[config.mk]
export PLATFORM = sky130hd
export DESIGN_NAME = pipe_stage_elastic
export DESIGN_NICKNAME = d
export VERILOG_FILES = /design/src/rtl/pipe_stage_pkg.sv /design/src/rtl/pipe_stage_perf.sv /design/src/rtl/pipe_stage_elastic.sv
export SDC_FILE = /design/constraint.sdc
export NUM_CORES = 1
export LEC_CHECK = 0
export BUFFER_PORTS_ARGS = -buffer_cell sky130_fd_sc_hd__buf_2
export CAP_MARGIN = 20
export CORE_ASPECT_RATIO = 0.8
export CORE_UTILIZATION = 45
export DETAILED_ROUTE_END_ITERATION = 12
export PLACE_DENSITY = 0.69
export SLEW_MARGIN = 20
export SYNTH_ARGS = -nofsm -noshare
export SYNTH_HDL_FRONTEND = slang
export SYNTH_SLANG_ARGS = --single-unit
export TNS_END_PERCENT = 5
[constraint.sdc]
create_clock -name clk -period 2.4 [get_ports clk]
set_clock_uncertainty 0.05 [all_clocks]
set_input_delay 0.36 -clock clk [delete_from_list [all_inputs] [get_ports clk]]
set_output_delay 0.36 -clock clk [all_outputs]
set_load 0.01 [all_outputs]
[src/rtl/pipe_stage_pkg.sv]
// Shared types and constants for the elastic pipeline stage.
// Stage entries are laid out {valid, data, ctrl}, MSB first, at the instantiating module's widths.
package pipe_stage_pkg;

    typedef logic [1:0] occupancy_t;

    localparam occupancy_t OCC_EMPTY = 2'd0;
    localparam occupancy_t OCC_FULL  = 2'd2;

    function automatic occupancy_t occ_count(input logic m_valid, input logic s_valid);
        return occupancy_t'({1'b0, m_valid}) + occupancy_t'({1'b0, s_valid});
    endfunction

endpackage

[src/rtl/pipe_stage_perf.sv]
// Saturating performance counters for the elastic pipeline stage (stall, bubble, flush cycles).
// Instantiated only when PIPE_STAGE_PERF_EN is defined.
module pipe_stage_perf #(
    parameter int unsigned CntW = 16
) (
    input  logic            clk_i,
    input  logic            rst_ni,
    input  logic            flush_i,
    input  logic            out_valid_i,
    input  logic            out_ready_i,
    output logic [CntW-1:0] stall_cnt_o,
    output logic [CntW-1:0] bubble_cnt_o,
    output logic [CntW-1:0] flush_cnt_o
);

    logic [CntW-1:0] stall_q, stall_d;
    logic [CntW-1:0] bubble_q, bubble_d;
    logic [CntW-1:0] flush_q, flush_d;

    // Each counter sticks at all-ones once it gets there.
    always_comb begin
        stall_d  = stall_q;
        bubble_d = bubble_q;
        flush_d  = flush_q;
        if (out_valid_i && !out_ready_i && (stall_q != '1)) begin
            stall_d = stall_q + CntW'(1);
        end
        if (!out_valid_i && (bubble_q != '1)) begin
            bubble_d = bubble_q + CntW'(1);
        end
        if (flush_i && (flush_q != '1)) begin
            flush_d = flush_q + CntW'(1);
        end
    end

    always_ff @(posedge clk_i) begin
        if (!rst_ni) begin
            stall_q  <= '0;
            bubble_q <= '0;
            flush_q  <= '0;
        end else begin
            stall_q  <= stall_d;
            bubble_q <= bubble_d;
            flush_q  <= flush_d;
        end
    end

    assign stall_cnt_o  = stall_q;
    assign bubble_cnt_o = bubble_q;
    assign flush_cnt_o  = flush_q;

endmodule

[src/rtl/pipe_stage_elastic.sv]
// One-clock valid/ready pipeline stage with a 2-entry skid buffer, flush and bubble ctrl zeroing.
// Define PIPE_STAGE_PERF_EN to add the stall/bubble/flush counter ports.
module pipe_stage_elastic
    import pipe_stage_pkg::*;
#(
    parameter int unsigned DATA_W      = 32,
    parameter int unsigned CTRL_W      = 16,
    parameter bit          ZERO_BUBBLE = 1'b1,
    parameter int unsigned CNT_W       = 16
) (
    input  logic              clk,
    input  logic              rst_n,
    input  logic              flush,
    input  logic              in_valid,
    output logic              in_ready,
    input  logic [DATA_W-1:0] in_data,
    input  logic [CTRL_W-1:0] in_ctrl,
    output logic              out_valid,
    input  logic              out_ready,
    output logic [DATA_W-1:0] out_data,
    output logic [CTRL_W-1:0] out_ctrl,
    output occupancy_t        occupancy
`ifdef PIPE_STAGE_PERF_EN
    ,
    output logic [CNT_W-1:0]  stall_cnt,
    output logic [CNT_W-1:0]  bubble_cnt,
    output logic [CNT_W-1:0]  flush_cnt
`endif
);

    typedef struct packed {
        logic              valid;
        logic [DATA_W-1:0] data;
        logic [CTRL_W-1:0] ctrl;
    } stage_entry_t;

    stage_entry_t m_q, m_d;
    stage_entry_t s_q, s_d;
    logic         accept;
    logic         drain;

    // S only fills while M is valid, so !S.valid alone decides whether a slot is free.
    assign in_ready = ~s_q.valid;
    assign accept   = in_valid & in_ready;
    assign drain    = m_q.valid & out_ready;

    always_comb begin
        m_d = m_q;
        s_d = s_q;
        if (!m_q.valid || drain) begin
            if (s_q.valid) begin
                m_d       = s_q;
                s_d.valid = 1'b0;
            end else begin
                m_d.valid = accept;
                if (accept) begin
                    m_d.data = in_data;
                    m_d.ctrl = in_ctrl;
                end
            end
        end else if (accept) begin
            s_d.valid = 1'b1;
            s_d.data  = in_data;
            s_d.ctrl  = in_ctrl;
        end
        if (flush) begin
            m_d.valid = 1'b0;
            s_d.valid = 1'b0;
        end
    end

    always_ff @(posedge clk) begin
        if (!rst_n) begin
            m_q <= '0;
            s_q <= '0;
        end else begin
            m_q <= m_d;
            s_q <= s_d;
        end
    end

    assign out_valid = m_q.valid;
    assign out_data  = m_q.data;
    assign out_ctrl  = (ZERO_BUBBLE && !m_q.valid) ? '0 : m_q.ctrl;
    assign occupancy = occ_count(m_q.valid, s_q.valid);

`ifdef PIPE_STAGE_PERF_EN
    pipe_stage_perf #(
        .CntW (CNT_W)
    ) u_perf (
        .clk_i        (clk),
        .rst_ni       (rst_n),
        .flush_i      (flush),
        .out_valid_i  (m_q.valid),
        .out_ready_i  (out_ready),
        .stall_cnt_o  (stall_cnt),
        .bubble_cnt_o (bubble_cnt),
        .flush_cnt_o  (flush_cnt)
    );
`else
    // CNT_W only sizes the counters; a zero width is never a sensible build.
    if (CNT_W == 0) begin : g_cnt_w_zero
    end
`endif

endmodule
==> results by stage <==
Status:
- The flow ran to the end, and the final reports show no timing, DRC or antenna violations.

Cells and area:
- The multi-input gate area in the final layout is 2110 um^2.
- The area of all sequential standard cells is 1960 um^2.
- The final layout contains 592 nets.
- The antenna diode instance count is 0.
- The post-layout instance area is 5160 um^2.
- The post-synthesis to final-layout area growth is 14.4%.
- Counting the fill cells in the layout gives 946.
- The fraction of layout instances using a drive strength above 1 is 24.7%.

Routing:
- The first routing iteration left 120 violations.
- The routed layout has 3560 vias.
- The number of design rule violations left after detail routing is 0.
- The total routed wirelength is 10100 um.
- The detail-routed via count per cell is 5.24.
- The first-pass detailed-route iteration total is 4.
- In the final routed layout, each cell accounts on average for 14.9 um.
- The number of nets with antenna violations after detailed routing is 0.

GRT:
- The first global-routing pass estimated 16800 um of wire.
- The combined global-route utilization of all metal layers is 20.5%.
- The initial antenna violation count came to 0.
- The global-route congestion overflow total is 0.
- Entering global routing, the biggest net connects 61 pins.
- The number of global-route vias before repair was 3310.

Floorplan:
- The core region is 9690 um^2.
- Measured along the x axis, the die boundary spans 114 um.
- The die boundary height is 91.6 um.
- The starting utilization of the core area is 46.6%.
- The die covers 10400 um^2.
- The site row count is 32.
- During I/O placement, the number of pins put on the boundary was 105.

STA:
- The aggregate negative setup slack is 0 ns.
- The max-slew violation count came to 0.
- Setup repair after global routing left no endpoint under its margin.
- The final clock period utilization by the worst path is 83.2%.
- The final critical-path required period is 2.00 ns.
- The headroom to the max-slew limit is 56.0%.
- For the pin with the worst max-slew slack, the measured transition is 0.659 ns.
- The final number of hold-violating endpoints came to 0.
- The timing-limited maximum frequency is 501 MHz.
- The final number of setup-violating endpoints is 0.

Worst setup path:
- By startpoint and endpoint, the worst setup path is classified as register to output port.
- For this design, the slowest cell found on the critical path is sky130_fd_sc_hd__buf_4.
- In this run the worst path has a maximum fanout of 29.
- Walking the worst path, the cells encountered are buf_4 > ha_1 > buf_2.
- The worst setup path is launched from a register.
- The launch point of the critical path is s_q[48]$_SDFFE_PP0P_.
- In this design, the stage delay of the slowest critical-path cell is 0.43 ns.
- Data on the critical path arrives at its endpoint at 1.59 ns.
- The critical register-to-register path startpoint is s_q[48]$_SDFFE_PP0P_.
- The element type at the critical path end is an output port.
- For the worst setup path, the data required time is 1.99 ns.

CTS:
- The post-CTS resize count is 0.
- In this run the clock root is driven by a sky130_fd_sc_hd__clkbuf_16.
- TritonCTS built the clock tree.
- The clock passes through at most 2 buffers.
- In this run the post-CTS setup repair buffer count came out at 0.
- The level count of the clock H-tree is 3.
- The cts-stage hold buffer count is 0.
- The clock sink count is 98.
- Clock tree synthesis inserted a total of 9 buffers.
- The clock reaches the later pin of the worst-skew pair after 0.34 ns.
- Clock-pin slew was measured on the worst setup and hold paths at 0.07 ns.

Logic synthesis:
- The netlist uses 22 different library cells.
- The number of nets in the synthesized netlist is 544.
- In the synthesized netlist, the number of instances is 490.
- The number of synthesized register bits is 98.
- The fraction of synthesized cell area taken by the top area cell type is 43.5%.
- The dominant synthesized flop cell is sky130_fd_sc_hd__dfxtp_1.
- By area the synthesized netlist is led by sky130_fd_sc_hd__dfxtp_1 43%, sky130_fd_sc_hd__mux2i_1 11%, sky130_fd_sc_hd__o211a_1 11%.
- Sequential elements use 43.5% of the synthesized area.
- The async set-reset flop share out of synthesis is 0%.
- The most repeated cell in the gate-level netlist after synthesis is sky130_fd_sc_hd__dfxtp_1.
- The number of flops mapped to enable cells by yosys is 0.
- During synthesis, Yosys emitted a total of 0 warnings.
- After synthesis, the most frequently instantiated cells are 98 x sky130_fd_sc_hd__dfxtp_1, 96 x sky130_fd_sc_hd__nand2_1.
- The average instance in the mapped netlist occupies 9.21 um^2.
- The synthesized design spends more area on one cell type than any other, namely sky130_fd_sc_hd__dfxtp_1.
- Summing every instance area after synthesis gives 4510 um^2.

Pwr:
- Across the VDD grid, the largest voltage drop is 0.494 mV.
- The power density of the placed cells is 686 nW/um^2.
- The static power due to leakage is 2.44 nW.

Placed design:
- Buffers placed on the I/O ports in this run total 104.
- The placed cell area is 4860 um^2.
- Detailed placement ended at an HPWL of 6290 um.
- At the end of routability-driven placement, the weighted congestion stood at 0.728.

Hold path:
- The worst hold path begins at in_data[7].
- The worst min-delay path class is primary input to register.

Flow run:
- The max capacitance violation total is 0.
placed cells by master, fill, tap and decap left out, drive strengths merged, types with 2 or more instances in the layout:
master  instances
mux2i          48
clkbuf         14
nand2          96
buf           114
and2           17
a21boi         48
o211a          48
nand2b          2
dfxtp          98
nand3          48
sequential cells by signal, summed over array words and instances (netlist names):
| name | count |
|---|---|
| s_q | 49 |
| m_q | 16 |
| out_data | 32 |
| out_valid | 1 |
layout make-up:
cell class	count	area share (%)
clock inverters	2	0.678
well taps	136	3.30
flip-flops and latches	98	38.0
multi-input cells	314	40.8
inverters	1	0.0727
clock buffers	14	5.11
repair buffers	114	12.0
cell families (layout without fill, tap and decap cells):
group / Yosys count / count (layout) / share of synthesized area, %
AOI/OAI and AO/OA: 97 / 97 / 18.7
and+or+nand+nor: 168 / 168 / 16.9
muxes: 48 / 48 / 10.6
DFF: 98 / 98 / 43.5
buffers and inverters: 78 / 131 / 10.0
adders and majority gates: 1 / 1 / 0.277
worst paths after layout:
check | endpoint | slack, ns | cells after the start
setup / recovery | occupancy[0] | 0.40 | 3
hold / removal | s_q[23]$_SDFFE_PN0P_ | 0.21 | 3
setup reg to reg | out_data[22]$_SDFFE_PN0P_ | 0.51 | 5
hold reg to reg | s_q[14]$_SDFFE_PN0P_ | 0.40 | 2
stage by stage:
step	power (W)	hold slack (ns)	setup WS, ns	util [%]	cells
2_1_floorplan	0.00204	0.385	0.888	-	490
3_3_place_gp	0.00213	0.390	0.560	50.2	663
3_5_place_dp	0.00214	0.396	0.541	50.2	663
4_1_cts	0.00357	0.207	0.399	53.3	679
5_1_grt	0.00370	0.211	0.322	53.3	679
6_report	0.00354	0.212	0.403	53.3	679
power by group:
part	switching [W]	internal, W
Sequential	0.0000366	0.00170
Clock	0.000580	0.000865
Combinational	0.000193	0.000168
worst max-delay path: cells and delay by family, from the launching register on:
family	cells	cell delay, ns
buffers and inverters	2	0.57
DFF	1	0.34
adders and majority gates	1	0.32
per-layer routing:
layer / vias to the layer above / GRT usage [%] / part of all wire, %
met4: 0 / 6.28 / 1.2
met1: 1703 / 28.3 / 48
li1: 1754 / - / -
met2: 91 / 31.1 / 45
met3: 12 / 5.27 / 5.7
met5: - / 0 / 0
Power figures use the tool's default switching activity.
